## src/rtl/fpu_op_sequencer.sv

```systemverilog
// rtl/fpu_op_sequencer.sv - operand queue and beg/ack handshake sequencer for an FPU function unit
//
// Purpose: buffers operand pairs plus rounding mode in a DEPTH-entry queue and
// issues them one at a time to an FPU using the beg_FSM / ack_FSM / ready
// handshake. Each result is captured with its flags and the measured latency
// and is offered on a valid/ready result port.
//
// Optional feature macro: FPU_SEQ_TIMEOUT_EN. When defined, an operation still
// waiting after TIMEOUT cycles is aborted with a zero result and flags 3'b100.
//
// Ports:
//   clk, rst                 clock, synchronous active-low reset
//   in_valid/in_ready        operand push handshake
//   in_x, in_y, in_rmode     operands and rounding mode
//   fpu_beg, fpu_ack         start pulse and result acknowledge to the FPU
//   fpu_x, fpu_y, fpu_rmode  registered operands to the FPU
//   fpu_ready                FPU result valid
//   fpu_result, fpu_ovf/unf  FPU result and flags
//   res_valid/res_ready      result handshake
//   res_data, res_flags      captured result, {timeout, underflow, overflow}
//   res_latency              cycles from beg to ready
//   busy                     FSM active or queue non-empty
//   op_count                 completed operations, wraps

module fpu_op_sequencer #(
  parameter int W       = 32,
  parameter int DEPTH   = 4,
  parameter int CNT_W   = 16,
  parameter int TIMEOUT = 1023
) (
  input  logic             clk,
  input  logic             rst,
  input  logic             in_valid,
  output logic             in_ready,
  input  logic [W-1:0]     in_x,
  input  logic [W-1:0]     in_y,
  input  logic [1:0]       in_rmode,
  output logic             fpu_beg,
  output logic             fpu_ack,
  output logic [W-1:0]     fpu_x,
  output logic [W-1:0]     fpu_y,
  output logic [1:0]       fpu_rmode,
  input  logic             fpu_ready,
  input  logic [W-1:0]     fpu_result,
  input  logic             fpu_ovf,
  input  logic             fpu_unf,
  output logic             res_valid,
  input  logic             res_ready,
  output logic [W-1:0]     res_data,
  output logic [2:0]       res_flags,
  output logic [CNT_W-1:0] res_latency,
  output logic             busy,
  output logic [15:0]      op_count
);

  localparam int AW = (DEPTH > 1) ? $clog2(DEPTH) : 1;
  localparam logic [AW:0] FULL = DEPTH[AW:0];

  typedef enum logic [2:0] {
    S_IDLE,
    S_START,
    S_WAIT,
    S_ACK,
    S_OUT
  } state_t;

  state_t state_q;

  // Operand queue storage; emptiness is defined by the pointers and count,
  // so the storage itself needs no reset.
  logic [W-1:0] qx_q [DEPTH];
  logic [W-1:0] qy_q [DEPTH];
  logic [1:0]   qr_q [DEPTH];

  logic [AW-1:0] wr_ptr_q;
  logic [AW-1:0] rd_ptr_q;
  logic [AW:0]   cnt_q;
  logic [AW:0]   cnt_d;

  logic             fpu_beg_q;
  logic             fpu_ack_q;
  logic [W-1:0]     fpu_x_q;
  logic [W-1:0]     fpu_y_q;
  logic [1:0]       fpu_rmode_q;
  logic [CNT_W-1:0] lat_q;
  logic [CNT_W-1:0] lat_d;
  logic             res_valid_q;
  logic [W-1:0]     res_data_q;
  logic             res_ovf_q;
  logic             res_unf_q;
  logic [CNT_W-1:0] res_lat_q;
  logic [15:0]      op_count_q;

  logic push;
  logic pop;

  assign in_ready = (cnt_q != FULL);
  assign push     = in_valid && in_ready;
  assign pop      = (state_q == S_IDLE) && (cnt_q != '0);

  always_comb begin
    cnt_d = cnt_q;
    if (push && !pop) begin
      cnt_d = cnt_q + 1'b1;
    end else if (!push && pop) begin
      cnt_d = cnt_q - 1'b1;
    end
  end

  // Saturating increment; the same value is what gets reported as latency,
  // so a ready seen in the first WAIT cycle reports 1.
  assign lat_d = (&lat_q) ? lat_q : lat_q + 1'b1;

`ifdef FPU_SEQ_TIMEOUT_EN
  localparam logic [CNT_W-1:0] TO_VAL = TIMEOUT[CNT_W-1:0];
  logic res_to_q;
  logic timeout_hit;
  assign timeout_hit = (lat_d == TO_VAL);
  assign res_flags   = {res_to_q, res_unf_q, res_ovf_q};
`else
  assign res_flags   = {1'b0, res_unf_q, res_ovf_q};
`endif

  always_ff @(posedge clk) begin
    if (push) begin
      qx_q[wr_ptr_q] <= in_x;
      qy_q[wr_ptr_q] <= in_y;
      qr_q[wr_ptr_q] <= in_rmode;
    end
  end

  always_ff @(posedge clk) begin
    if (!rst) begin
      state_q     <= S_IDLE;
      wr_ptr_q    <= '0;
      rd_ptr_q    <= '0;
      cnt_q       <= '0;
      fpu_beg_q   <= 1'b0;
      fpu_ack_q   <= 1'b0;
      fpu_x_q     <= '0;
      fpu_y_q     <= '0;
      fpu_rmode_q <= '0;
      lat_q       <= '0;
      res_valid_q <= 1'b0;
      res_data_q  <= '0;
      res_ovf_q   <= 1'b0;
      res_unf_q   <= 1'b0;
      res_lat_q   <= '0;
      op_count_q  <= '0;
`ifdef FPU_SEQ_TIMEOUT_EN
      res_to_q    <= 1'b0;
`endif
    end else begin
      cnt_q <= cnt_d;
      if (push) begin
        wr_ptr_q <= wr_ptr_q + 1'b1;
      end
      if (pop) begin
        rd_ptr_q <= rd_ptr_q + 1'b1;
      end

      case (state_q)
        S_IDLE: begin
          if (pop) begin
            fpu_x_q     <= qx_q[rd_ptr_q];
            fpu_y_q     <= qy_q[rd_ptr_q];
            fpu_rmode_q <= qr_q[rd_ptr_q];
            fpu_beg_q   <= 1'b1;
            state_q     <= S_START;
          end
        end
        S_START: begin
          fpu_beg_q <= 1'b0;
          lat_q     <= '0;
          state_q   <= S_WAIT;
        end
        S_WAIT: begin
          lat_q <= lat_d;
          if (fpu_ready) begin
            res_data_q <= fpu_result;
            res_ovf_q  <= fpu_ovf;
            res_unf_q  <= fpu_unf;
            res_lat_q  <= lat_d;
`ifdef FPU_SEQ_TIMEOUT_EN
            res_to_q   <= 1'b0;
`endif
            fpu_ack_q  <= 1'b1;
            state_q    <= S_ACK;
`ifdef FPU_SEQ_TIMEOUT_EN
          end else if (timeout_hit) begin
            // A single ack pulse forces the FPU FSM to release the op.
            res_data_q <= '0;
            res_ovf_q  <= 1'b0;
            res_unf_q  <= 1'b0;
            res_lat_q  <= TO_VAL;
            res_to_q   <= 1'b1;
            fpu_ack_q  <= 1'b1;
            state_q    <= S_ACK;
`endif
          end
        end
        S_ACK: begin
          // Keep acknowledging while the FPU still holds ready high.
          if (!fpu_ready) begin
            fpu_ack_q   <= 1'b0;
            res_valid_q <= 1'b1;
            state_q     <= S_OUT;
          end
        end
        S_OUT: begin
          if (res_ready) begin
            res_valid_q <= 1'b0;
            op_count_q  <= op_count_q + 16'd1;
            state_q     <= S_IDLE;
          end
        end
        default: begin
          state_q <= S_IDLE;
        end
      endcase
    end
  end

  assign fpu_beg     = fpu_beg_q;
  assign fpu_ack     = fpu_ack_q;
  assign fpu_x       = fpu_x_q;
  assign fpu_y       = fpu_y_q;
  assign fpu_rmode   = fpu_rmode_q;
  assign res_valid   = res_valid_q;
  assign res_data    = res_data_q;
  assign res_latency = res_lat_q;
  assign busy        = (state_q != S_IDLE) || (cnt_q != '0);
  assign op_count    = op_count_q;

endmodule

```

## config.mk

```make
export PLATFORM = sky130hd
export DESIGN_NAME = fpu_op_sequencer
export DESIGN_NICKNAME = d
export VERILOG_FILES = /design/src/rtl/fpu_op_sequencer.sv
export SDC_FILE = /design/constraint.sdc
export NUM_CORES = 1
export LEC_CHECK = 0
export BUFFER_PORTS_ARGS = -buffer_cell sky130_fd_sc_hd__buf_2
export CAP_MARGIN = 25
export CORE_ASPECT_RATIO = 2
export CORE_MARGIN = 8
export CORE_UTILIZATION = 38
export CTS_BUF_LIST = sky130_fd_sc_hd__clkbuf_4
export DETAILED_ROUTE_END_ITERATION = 8
export HOLD_SLACK_MARGIN = 0.12
export PLACE_DENSITY = 0.54
export SYNTH_ARGS = -nofsm -noshare
export SYNTH_HDL_FRONTEND = slang
export SYNTH_SLANG_ARGS = --single-unit
```

## constraint.sdc

```tcl
create_clock -name clk -period 3.2 [get_ports clk]
set_clock_uncertainty 0.1 [all_clocks]
set_input_delay 0.48 -clock clk [delete_from_list [all_inputs] [get_ports clk]]
set_output_delay 0.48 -clock clk [all_outputs]
set_load 0.005 [all_outputs]
```

# Yosys cells after proc, flatten, opt, wreduce, memory -nomap -nowiden
# Memory sizes are Yosys's and may differ from the RTL's. A register that Yosys moved wholly into a read port is not among the register bits.
# Index checks and enable logic that the tools add are counted.
[word_totals] input_bits=105 register_bits=95 word_cells=76 n_memories=3 mem_bits_rw=264 output_inout_bits=138
[mem_list] name="qx_q" words=4 width=32 read_ports=1 rd_ports_with_merged_regs=1 wr=1 line_no="71" source="logic [W-1:0] qx_q [DEPTH];"
[mem_list] name="qy_q" words=4 width=32 read_ports=1 rd_ports_with_merged_regs=1 wr=1 line_no="72" source="logic [W-1:0] qy_q [DEPTH];"
[mem_list] name="qr_q" words=4 width=2 read_ports=1 rd_ports_with_merged_regs=1 wr=1 line_no="73" source="logic [1:0] qr_q [DEPTH];"
[classes] n_eq_ne=9 n_reduce_logical=26 n_mux=19 n_addsub=6
[ops] operator="adder 16 x 1 -> 16 bit, second input constant" n=2
[ops] operator="one-hot mux 16 bit (2 select lines)" n=1
[ops] operator="two-way mux 3 bit" n=6
[ops] operator="two-way mux 16 bit" n=1
[ops] operator="AND reduction 16 bit" n=1
[ops] operator="one-hot mux 3 bit (5 select lines)" n=1
[ops] operator="nonzero test 2 bit" n=5
[ops] operator="!= test 2 bit, second input constant" n=4
[ops] operator="AND reduction 2 bit" n=4
[ops] operator="two-way mux 1 bit" n=7
[ops] operator="equality test 3 x 2 -> 1 bit, second input constant" n=2
[ops] operator="one-hot mux 1 bit (2 select lines)" n=3
[ops] operator="AND reduction 3 bit" n=2
[ops] operator="nonzero test 3 bit" n=2
[ops] operator="logical NOT 1 bit" n=5
[ops] operator="adder 2 x 1 -> 2 bit, second input constant" n=2
[ops] operator="logical AND 1 bit" n=4
[ops] operator="AND reduction 4 bit" n=1
[ops] operator="adder 3 x 1 -> 3 bit, second input constant" n=1
[ops] operator="equality test 3 x 1 -> 1 bit, second input constant" n=1
[ops] operator="equality test 3 bit, second input constant" n=1
[ops] operator="logical NOT 3 bit" n=1
[ops] operator="!= test 3 bit, second input constant" n=1
[ops] operator="subtractor 3 x 1 -> 3 bit, second input constant" n=1
[ops] operator="logical OR 1 bit" n=1

# Logic depth before layout (Yosys ltp)
# Gate-level depths: netlist of the first run.
[depth] depth_word=6 ltp_mapped=10 depth_no_buf=9

# Worst setup path after synthesis of the first run
# Ideal clock, no wire load.
[synth_timing] path_type="input -> register" startpoint="input port in_valid" endpoint="memory qr_q[1][0], enable pin" path_buffers=0 setup_ps=431 t_required_ps=2669 stages=2 arrival_ps=2476 path_slack_ps=193 path_cell_list="a21boi_1 -> and2_1"
[synth_between] elab_chain_len=3
[synth_lines] item="start: declaration" line_no="33" source="input logic in_valid,"
[synth_lines] item="logical AND 1 bit" line_no="98" source="assign push = in_valid && in_ready;"
[synth_lines] item="two-way mux 1 bit" line_no="125" source="if (push) begin"
[synth_lines] item="two-way mux 1 bit (implied by the code)" line_no="128" source="qr_q[wr_ptr_q] <= in_rmode;"
[synth_lines] item="end: declaration" line_no="73"
# No other way between the ends.

# Final worst setup path of the first run
[layout_timing] startpoint="register cnt_q[0]" endpoint="output port busy"
[layout_between] elab_chain_len=2
[layout_lines] item="start: declaration" line_no="77" source="logic [AW:0] cnt_q;"
[layout_lines] item="start signal: assignment" line_no="154" source="cnt_q <= cnt_d;"
[layout_lines] item="nonzero test 3 bit" line_no="232" source="assign busy = (state_q != S_IDLE) || (cnt_q != '0);"
[layout_lines] item="logical OR 1 bit" line_no="232"
[layout_lines] item="end: declaration" line_no="52" source="output logic busy,"
# No other way between the ends.

==> metrics.md, run 1 <==
| Metric | Value |
|---|---|
| Status | finished, final reports clean |
| Tightest Pin Transition | 0.9022 ns |
| HP Class | flop to flop |
| Area contributors post-synth | edfxtp_1 49%, dfxtp_1 20%, mux4_2 9.2% |
| Mean Syn Cell Area | 13.84 um^2 |
| Critical hold path startpoint | res_data[17]$_SDFFE_PN0P_ |
| Post-route setup TNS | 0 ns |
| Layout Nets | 1667 |
| Slew HR | 0.3985 |
| Peak Freq | 0.3947 GHz |
| Crit path DAT | 1.95 ns |
| CP Cell Sequence | nor3_1 -> nand3b_1 -> buf_2 |
| Reg2Reg Depth | 4 |
| Initial antenna violation count | 1 |
| DR vias/cell | 5.014 |
| Drt initial violations | 641 |
| Vias in the first global route | 11453 |
| PwrDens | 733.5 nW/um^2 |
| Clock root cell | clkbuf_4 |
| CP Max Fanout | 5 |
| Avg WL per Cell | 18.34 um |
| I/O Pins | 243 |
| Cell Area, Synth | 16140 um^2 |
| Global-route wire length before repair | 62950 um |
| Post-CTS setup buffer count | 0 |
| CTS tree | yes |
| Crit path max-delay family | simple AND/OR/NAND/NOR gates |
| Layout area overhead | 25.87% |
| H-Tree Level Count | 3 |
| Tcrit/Tclk final | 0.7916 |
| WHS Endpoint | res_data[17]$_SDFFE_PN0P_ |
| Setup violators final | 0 |
| Top_reg_cell synth | edfxtp_1 |
| RD Place Congestion | 0.8046 |
| Synth warn | 0 |
| Reg-to-reg setup timing slack | 0.78 ns |
| CP max stage cell | nor3_1 |
| Port Buf Inserts | 241 |
| Library cells used by synthesis | 71 |
| DRT antenna net count | 0 |
| Most frequent cells in the layout | 264 x edfxtp_1, 241 x buf_2, 231 x nand2_1 |
| Worst path required time | 2.62 ns |
| Pin count of the biggest net entering global routing | 68 |
| RSZ-0062 raised after global routing | false |
| Post-route DRC violation count | 0 |
| Share of layout cells above drive strength 1 | 0.3139 |
| DP HPWL | 24940 um |
| Clk sinks | 425 |
| Yosys top cell by area | edfxtp_1 |
| # Max-Cap Violations | 0 |
| Seq/Total Area, Yosys | 0.6907 |
| First drt pass iteration count | 5 |
| EDFF count, synth | 264 |
| Critical Path Source Type | flop |
| Async set-or-reset flop fraction in the synthesized netlist | 0 |
| Cells after Synth | 1166 |
| Crit path largest cell delay | 0.47 ns |
| Slew Viols, Final | 0 |
| WP buf/inv | 1 |
| Pwr Total | 14.90 mW |
| Clock Latency Late Sink | 0.75 ns |
| Bufs on Longest Clock Path | 3 |
| Final-report hold violation count | 0 |
| Num CTS Buffers | 95 |
| R2R Path Start | state_q[2]$_SDFFE_PN0P_ |
| Total congestion overflow | 0 |
| DIE AREA | 49730 um^2 |
| FF+latch count, synth | 425 |
| WHS Path Cells | 2 |
| RR Endpoint | op_count[13]$_SDFFE_PN0P_ |
| Detailed-route via count | 10921 |
| Clock-pin slew on the worst setup and hold paths | 0.08 ns |
| Row Count | 107 |
| Top cell type's share of synthesized area | 0.4911 |
| Initial core utilization | 0.3816 |
| DIE HEIGHT | 307.5 um |
| Routed wire length | 39950 um |
| VDD IR max | 0.3767 mV |
| Critical path type | flop to output port |
| Final min period | 2.533 ns |
| Commonest non-fill, non-tap cell in the layout | edfxtp_1 |
| Die width | 161.7 um |
| Pleak | 7.455 nW |
| Syn Nets | 1279 |
| Crit end category | output port |
| Core area | 42310 um^2 |
| Global Route Usage Sum | 0.1600 |
## metrics by stage
step	area (um^2)	setup slack (ns)	utilization	instances	hold WS, ns
after floorplan	16140	0.1933	-	1166	0.3367
after global placement	18000	0.8751	0.4255	1897	0.3375
after detailed placement	18000	0.7357	0.4255	1897	0.3443
after CTS	20310	0.4951	0.4802	2176	0.2599
after global routing	20320	0.4517	0.4803	2178	0.2971
final	20320	0.6667	0.4803	2178	0.3501
## sequential cells by signal, indices dropped and copies added, names as in the netlist, 8 cells and up
signal,cells
fpu_y,32
qx_q,128
fpu_x,32
res_latency,16
res_data,32
qy_q,128
op_count,16
qr_q,8
lat_q,16
## how the worst max path moves through the flow
stage                                            to  cells past startpoint               startpoint
final                                          busy                      3    cnt_q[0]$_SDFFE_PN0P_
after global routing                           busy                      3  state_q[2]$_SDFFE_PN0P_
after CTS                                      busy                      3  state_q[2]$_SDFFE_PN0P_
after detailed placement  op_count[13]$_SDFFE_PN0P_                      4  state_q[2]$_SDFFE_PN0P_
after global placement    op_count[15]$_SDFFE_PN0P_                      4  state_q[2]$_SDFFE_PN0P_
after floorplan                qr_q[1][0]$_DFFE_PP_                      2                 in_valid
## routing by layer
metal | vias to the layer above | GRT usage | part of all wire
li1 | 5134 | - | -
met1 | 5337 | 0.1999 | 0.43
met2 | 382 | 0.2618 | 0.48
met3 | 68 | 0.04256 | 0.066
met4 | 0 | 0.05992 | 0.020
met5 | - | 0 | 0
## timing repair
item,in CTS,in global routing
resized for setup,0,0
endpoints found under the hold margin,316,0
hold buffers,105,0
## cell families (layout without fill, tap and decap cells)
kind of cell | Yosys count | in the layout | synth area share
other | 1 | 3 | 0.0002323
and+or+nand+nor | 354 | 354 | 0.1004
DFF | 425 | 425 | 0.6907
adders and majority gates | 8 | 8 | 0.006665
AOI/OAI and AO/OA | 191 | 191 | 0.06549
buffers and inverters | 92 | 557 | 0.02782
muxes | 75 | 75 | 0.09774
xor gates and xnor gates | 20 | 20 | 0.01085
## final cells by class
class / instances / area [um^2]
clock buffer: 149 / 1119
fill: 3796 / 21990
inverter: 15 / 58.81
sequential: 425 / 11160
timing repair buffer: 368 / 2572
tap: 545 / 681.9
multi-input combinational: 649 / 4582
antenna: 2 / 5.005
clock inverter: 25 / 142.6
## cell usage after synthesis (8+ instances only)
cell,count
nand3_1,18
edfxtp_1,264
inv_1,14
xnor2_1,16
a21oi_1,121
clkbuf_1,54
nor2_1,33
o21ai_0,30
nor3_1,13
mux2i_1,8
mux4_2,66
a31oi_1,12
nand2_1,231
buf_2,8
dfxtp_1,161
## power breakdown
| group | internal [mW] | switching [mW] |
|---|---|---|
| combinational | 1.55 | 1.94 |
| sequential | 6.62 | 0.501 |
| clock | 2.21 | 2.09 |
| total | 10.4 | 4.53 |
## worst register-to-register path, stage by stage (launching register included)
cell and delay [ns]:
dfxtp_1 0.70, nand4bb_1 0.49, nor4_1 0.70, nand3_1 0.17
mux2i_1 0.15
Note: power is estimated with default switching activity, not from simulation.
==> inputs of run 2 (changes only) <==
PLACE_DENSITY = 0.56   (was 0.54)
clock period = 2.2 ns   (was 3.2 ns; I/O delays follow)
==> run 2 against run 1 <==
Worst setup slack lost 0.61 ns. Clock power increased by 42%. Total power increased by 48%. Critical path depth increased by 6. Cell count rose by 4.2%. Worst hold slack lost 0.13 ns. Register-to-register slack worse by 0.72 ns. Via count rose by 2.6%. Flip-flop and latch count unchanged. Highest routed layer is now met5. Count of clock-buffer cells in the layout fell by 16.
==> metrics.md, run 2 (synthesis results as in run 1) <==
| Metric | Value |
|---|---|
| Sw power | 6.720 mW (+48%) |
| Initial antenna violation count | 8 (+7) |
| Detailed-route via count | 11210 (+2.6%) |
| Reg2Reg Depth | 9 (+5) |
| Global Route Usage Sum | 0.1617 (+0.001757) |
| Pleak | 7.823 nW (+4.9%) |
| Clk pwr share | 0.278 (-0.010) |
| Setup violators final | 0 (unchanged) |
| Final-report hold violation count | 0 (unchanged) |
| Bufs on Longest Clock Path | 3 (unchanged) |
| Most frequent cells in the layout | 264 x edfxtp_1, 241 x buf_2, 231 x nand2_1 |
| Num CTS Buffers | 95 (unchanged) |
| Crit path DAT | 2.71 ns (+0.76 ns) |
| DIE AREA | 49730 um^2 (unchanged) |
| Commonest non-fill, non-tap cell in the layout | edfxtp_1 |
| Post-route DRC violation count | 0 (unchanged) |
| DIE HEIGHT | 307.5 um (unchanged) |
| Slew Viols, Final | 0 (unchanged) |
| Row Count | 107 (unchanged) |
| Port Buf Inserts | 241 (unchanged) |
| Share of layout cells above drive strength 1 | 0.3165 (+0.002545) |
| Tightest Pin Transition | 0.7263 ns (-0.1759 ns) |
| CTS tree | yes |
| Pwr Total | 22.04 mW (+48%) |
| WP buf/inv | 2 (+1) |
| Sw Share | 0.3049 (+0.001075) |
| Logic pwr share | 0.260 (+0.026) |
| Avg WL per Cell | 17.96 um (-2.1%) |
| Layout area overhead | 31.36% |
| Vias in the first global route | 11938 (+4.2%) |
| Multi-input gate area | 4623 um^2 (+0.90%) |
| DR vias/cell | 4.938 (-1.5%) |
| DRT antenna net count | 0 (unchanged) |
| Initial core utilization | 0.3816 (unchanged) |
| Flip-flop and latch area | 11160 um^2 (about the same) |
| Peak Freq | 0.4675 GHz |
| First drt pass iteration count | 5 (unchanged) |
| Clk sinks | 425 (unchanged) |
| Layout Nets | 1751 (+5.0%) |
| Die width | 161.7 um (unchanged) |
| Critical Path Source Type | flop |
| I/O Pins | 243 (unchanged) |
| CP max stage cell | dfxtp_4 |
| PwrDens | 1039 nW/um^2 (+42%) |
| CP Max Fanout | 4 (-1) |
| Total congestion overflow | 0 (unchanged) |
| Final min period | 2.139 ns |
| Global-route wire length before repair | 64150 um (+1.9%) |
| RSZ-0062 raised after global routing | true |
| Seq pwr share | 0.463 (-0.015) |
| Slew HR | 0.5113 (+0.1128) |
| RD Place Congestion | 0.7729 (-3.9%) |
| DP HPWL | 24240 um (-2.8%) |
| CP Depth | 9 (+6) |
| Pin count of the biggest net entering global routing | 82 (+21%) |
| Clock Latency Late Sink | 0.78 ns (+0.03 ns) |
| Post-route setup TNS | 0 ns (unchanged) |
| Fillers | 3696 (-2.6%) |
| H-Tree Level Count | 3 (unchanged) |
| Crit path largest cell delay | 0.38 ns (-0.09 ns) |
| HP Class | input port to flop |
| Critical path type | flop to flop |
| Routed wire length | 40760 um (+2.0%) |
| Status | finished, final reports clean |
| # Max-Cap Violations | 0 (unchanged) |
| Crit path max-delay family | adder cells |
| Regs by FF count | qx_q x128, qy_q x128 |
| CP Cell Sequence | buf_4 -> nor2_1 -> a21boi_2 -> ha_4 -> inv_1 -> fa_2 -> xor2_1 -> or3_1 -> a21oi_2 |
| Clock-pin slew on the worst setup and hold paths | 0.07 ns (about the same) |
| Core area | 42310 um^2 (unchanged) |
| Int Power | 15.32 mW (+48%) |
| VDD IR max | 0.7186 mV (+91%) |
| Tcrit/Tclk final | 0.9722 |
| Drt initial violations | 695 (+8.4%) |
| Worst path required time | 2.78 ns (+0.16 ns) |
| Crit end category | flop |
| Clock root cell | clkbuf_4 |
| WHS Path Cells | 2 (unchanged) |
[run 2: cell types whose count changed in the layout (fill, tap and decap cells not counted), moves of 4 or more]
cell           delta
dlygate4sd3_1    +48
buf_4            +24
clkbuf_4         -16
clkinv_1         +16
buf_6             +6
buf_12            +4
diode_2           +4
[run 2: path summary, 6_finish.rpt]
check / slack, ns / end / start
worst min-delay path: 0.22 / qx_q[3][0]$_DFFE_PP_ / in_x[0]
worst min register to register: 0.35 / fpu_x[29]$_SDFFE_PN0P_ / fpu_x[29]$_SDFFE_PN0P_
worst max register to register: 0.06 / cnt_q[2]$_SDFFE_PN0P_ / cnt_q[1]$_SDFFE_PN0P_
worst max-delay path: 0.06 / cnt_q[2]$_SDFFE_PN0P_ / cnt_q[1]$_SDFFE_PN0P_
[run 2: stage by stage]
stage	hold WS, ns	area (um^2)	worst slack [ns]	util	instances
2_1_floorplan	0.3289	16170	-0.02673	-	1166
6_report	0.2192	21210	0.06111	0.5012	2270
5_1_grt	0.1564	21210	-0.07863	0.5012	2270
4_1_cts	0.1211	21090	0.001217	0.4986	2258
3_3_place_gp	0.3395	18290	0.1227	0.4324	1926
3_5_place_dp	0.3441	18290	0.04376	0.4324	1926
[run 2: final cells by class]
class | instances | share of cell area
antenna | 6 | 0.0007080
clock buffer | 133 | 0.04709
clock inverter | 45 | 0.01151
inverter | 15 | 0.002773
multi-input combinational | 649 | 0.2180
sequential | 425 | 0.5264
tap | 545 | 0.03216
timing repair buffer | 452 | 0.1613
[run 2: metal layers]
| metal | GRT usage | routed length, um | vias to the layer above |
|---|---|---|---|
| met1 | 0.1963 | 17360 | 5431 |
| met3 | 0.04470 | 2888 | 79 |
| met5 | 0 | 26 | - |
| li1 | - | - | 5324 |
| met4 | 0.06424 | 794 | 6 |
| met2 | 0.2683 | 19690 | 370 |
[run 2: power by group through the flow]
stage	clock, mW	sequential, mW	combinational [mW]
2_1_floorplan	0	10.2	3.22
3_3_place_gp	0	10.3	5.33
3_5_place_dp	0	10.4	5.42
4_1_cts	6.38	10.2	5.72
5_1_grt	6.76	10.3	6.30
6_report	6.12	10.2	5.73
[run 2: worst register-to-register path, stage by stage (launching register included)]
cell,delay [ns]
dfxtp_4,0.38
buf_4,0.12
nor2_1,0.05
a21boi_2,0.23
ha_4,0.17
inv_1,0.05
fa_2,0.32
xor2_1,0.15
or3_1,0.36
a21oi_2,0.13
[run 2: repair_timing]
item | CTS | global route
gates cloned | 0 | 2
buffers inserted | 1 | 4
hold buffers | 153 | 0
resized for setup | 6 | 11
setup endpoints to repair | 1 | 43
pin swaps | 1 | 4
hold endpoints to repair | 391 | 0
==> inputs of run 3 (changes only) <==
ABC_AREA = 1   (was unset)
RECOVER_POWER = 25   (was unset)
==> run 3 against run 2 <==
Maximum frequency is 2.2% higher. Worst hold slack improved by 0.040 ns. Via count grew 13%. Flip-flop and latch count did not move. Core utilization is 0.91 points lower. First-iteration DRC count down 3.9%. Sequential share of layout area up 0.78 points. Worst setup slack improved by 0.046 ns. Die area grew 0.75%. Combinational power up 6.5%. Largest cell class unchanged. Largest power group unchanged.
==> metrics.md, run 3 <==
| Metric | Value |
|---|---|
| Global Route Usage Sum | 0.1773 (+0.01559) |
| I/O Pins | 243 (unchanged) |
| H-Tree Level Count | 3 (unchanged) |
| Grt met3 use | 0.04660 (+0.001898) |
| Syn Nets | 1635 (+28%) |
| Post-synth top cells | 386 x nor2_1, 264 x edfxtp_1, 255 x o21ai_0 |
| Async set-or-reset flop fraction in the synthesized netlist | 0 (unchanged) |
| Final min period | 2.093 ns (-0.04600 ns) |
| Global-route wire length before repair | 69520 um (+8.4%) |
| Avg WL per Cell | 17.26 um (-3.9%) |
| Met2 GRT Util | 0.3222 (+0.05389) |
| Tightest Pin Transition | 0.7646 ns (+0.03824 ns) |
| Initial antenna violation count | 6 (-2) |
| GR Util met1 | 0.1838 (-0.01245) |
| Seq/Total Area, Yosys | 0.6852 (-0.005576) |
| Cell Area, Synth | 16270 um^2 (+0.81%) |
| Cells after Synth | 1522 (+31%) |
| # Max-Cap Violations | 0 (unchanged) |
| RD Place Congestion | 0.8066 (+4.4%) |
| DRT antenna net count | 0 (unchanged) |
| Fillers | 3836 (+3.8%) |
| Share of layout cells above drive strength 1 | 0.2021 (-0.1144) |
| Layout Nets | 2067 (+18%) |
| Mean Syn Cell Area | 10.69 um^2 (-23%) |
| Critical Path Source Type | flop |
| Post-route DRC violation count | 0 (unchanged) |
| EDFF count, synth | 264 (unchanged) |
| Most common cell in the synthesized netlist | nor2_1 |
| Top_reg_cell synth | edfxtp_1 |
| Post-route setup slack | 0.1071 ns (+0.04600 ns) |
| First drt pass iteration count | 5 (unchanged) |
| Flip-flop and latch area | 11160 um^2 (about the same) |
| Yosys top cell by area | edfxtp_1 |
| Placement Setup Slack | 0.1698 ns (+0.1261 ns) |
| Pleak | 8.175 nW (+4.5%) |
| Final-report hold violation count | 0 (unchanged) |
| Synth warn | 0 (unchanged) |
| Core area | 42440 um^2 (+0.32%) |
| RSZ-0062 raised after global routing | true |
| Detailed-route via count | 12691 (+13%) |
| Row Count | 107 (unchanged) |
| Post-Route Utilization | 0.4922 (-0.009069) |
| DR vias/cell | 4.908 (-0.62%) |
| Crit path DAT | 1.66 ns (-1.05 ns) |
| Bufs on Longest Clock Path | 3 (unchanged) |
| Area contributors post-synth | edfxtp_1 49%, dfxtp_1 20%, nor2_1 8.9% |
| Commonest non-fill, non-tap cell in the layout | nor2_1 |
| Slew HR | 0.4903 (-0.02102) |
| Peak Freq | 0.4778 GHz (+2.2%) |
| Vias in the first global route | 12882 (+7.9%) |
| Total congestion overflow | 0 (unchanged) |
| Port Buf Inserts | 241 (unchanged) |
| Clk sinks | 425 (unchanged) |
| Critical path type | flop to output port |
| Setup violators final | 0 (unchanged) |
| Initial core utilization | 0.3835 (+0.001892) |
| Most frequent cells in the layout | 382 x nor2_1, 264 x edfxtp_1, 255 x o21ai_0 |
| Clock Latency Late Sink | 0.80 ns (+0.02 ns) |
| Reg2Reg Depth | 8 (-1) |
| Num CTS Buffers | 93 (-2.1%) |
| Top cell type's share of synthesized area | 0.4871 (-0.003964) |
| DIE AREA | 50110 um^2 (+0.75%) |
| FF+latch count, synth | 425 (unchanged) |
| Global route hottest layer | met2 |
| VDD IR max | 1.022 mV (+42%) |
| CTS tree | yes |
| Drt initial violations | 668 (-3.9%) |
| DP HPWL | 26010 um (+7.3%) |
| Die width | 162.3 um (+0.37%) |
| DIE HEIGHT | 308.7 um (+0.38%) |
| Clock root cell | clkbuf_4 |
| Worst path required time | 1.77 ns (-1.01 ns) |
| Layout area overhead | 28.35% |
| Library cells used by synthesis | 37 (-48%) |
| Post-route setup TNS | 0 ns (unchanged) |
| Multi-input gate area | 4469 um^2 (-3.3%) |
| Clock-pin slew on the worst setup and hold paths | 0.07 ns (about the same) |
| Crit end category | output port |
| Slew Viols, Final | 0 (unchanged) |
| Regs by FF count | qx_q x128, qy_q x128 |
| Status | finished, final reports clean |
| Routed wire length | 44630 um (+9.5%) |
| CP Max Fanout | 3 (-1) |
| Tcrit/Tclk final | 0.9513 (-0.02091) |
| WHS Path Cells | 2 (unchanged) |
| HP Class | input port to flop |
| Pin count of the biggest net entering global routing | 81 (-1.2%) |
| PwrDens | 1069 nW/um^2 (+2.8%) |
run 3: cell types whose count changed after synthesis, sizes merged, moves of 8 or more:
cell | previous run | this run
mux2i | 8 | 0
xnor2 | 16 | 1
buf | 16 | 57
or3 | 8 | 0
o21ai | 31 | 266
nand2 | 231 | 105
a31oi | 12 | 66
nor3 | 13 | 5
a21oi | 121 | 45
inv | 14 | 59
nor2 | 33 | 392
clkbuf | 59 | 34
mux4 | 66 | 0
nor4 | 9 | 0
run 3: logic make-up (layout without fill, tap and decap cells):
family	Yosys count	count (layout)	share of synthesized area
simple gates	542	542	0.1342
flops	425	425	0.6852
compound gates	386	386	0.1259
buf+inv	151	663	0.04313
xor+xnor	9	9	0.004844
fa+ha+maj	8	8	0.006612
other cells	1	8	0.0002304
run 3: layout make-up:
cell class	instances	share of cell area
diodes	7	0.0008386
clock buffers	137	0.04924
clock inverters	38	0.008207
inverters	60	0.01108
multi-input cells	946	0.2140
flip-flops and latches	425	0.5343
well taps	545	0.03265
repair buffers	428	0.1498
run 3: power breakdown:
part | internal [mW] | switching [mW]
Sequential | 9.70 | 0.587
Clock | 2.90 | 3.04
Combinational | 2.23 | 3.86
run 3: worst paths after layout:
kind                                               from                   endpoint  slack, ns
worst max-delay path              cnt_q[2]$_SDFFE_PN0P_                       busy       0.11
worst min register to register   res_valid$_SDFFE_PN0P_     res_valid$_SDFFE_PN0P_       0.36
worst max register to register  state_q[2]$_SDFFE_PN0P_  res_data[20]$_SDFFE_PN0P_       0.13
worst min-delay path                           in_y[11]      qy_q[0][11]$_DFFE_PP_       0.26
run 3: worst max-delay path, cell delays in order, from the launching register on:
cell and delay (ns):
dfxtp_1 0.33, inv_2 0.07, nand3_2 0.11, nand3b_1 0.25
buf_2 0.17
run 3: per-stage QoR:
step | std cells | power (mW) | hold slack, ns | area [um^2]
2_1_floorplan | 1522 | 13.98 | 0.3289 | 16320
3_3_place_gp | 2241 | 16.14 | 0.3556 | 18080
3_5_place_dp | 2241 | 16.30 | 0.3570 | 18080
4_1_cts | 2578 | 22.71 | 0.1203 | 20910
5_1_grt | 2584 | 23.88 | 0.2227 | 20880
6_report | 2586 | 22.32 | 0.2589 | 20890
run 3: metal layers:
layer	share of wire	routed length, um	up-vias
li1	-	-	6199
met1	0.37	16650	5996
met2	0.52	23310	397
met3	0.069	3101	99
met4	0.035	1577	0
met5	0	0	-
run 3: what timing repair did:
item,CTS,global route
buffers inserted,0,1
gates resized for setup,6,5
hold buffers,162,0
pin swaps,0,1
hold endpoints to repair,400,0
endpoints found under the setup margin,1,35
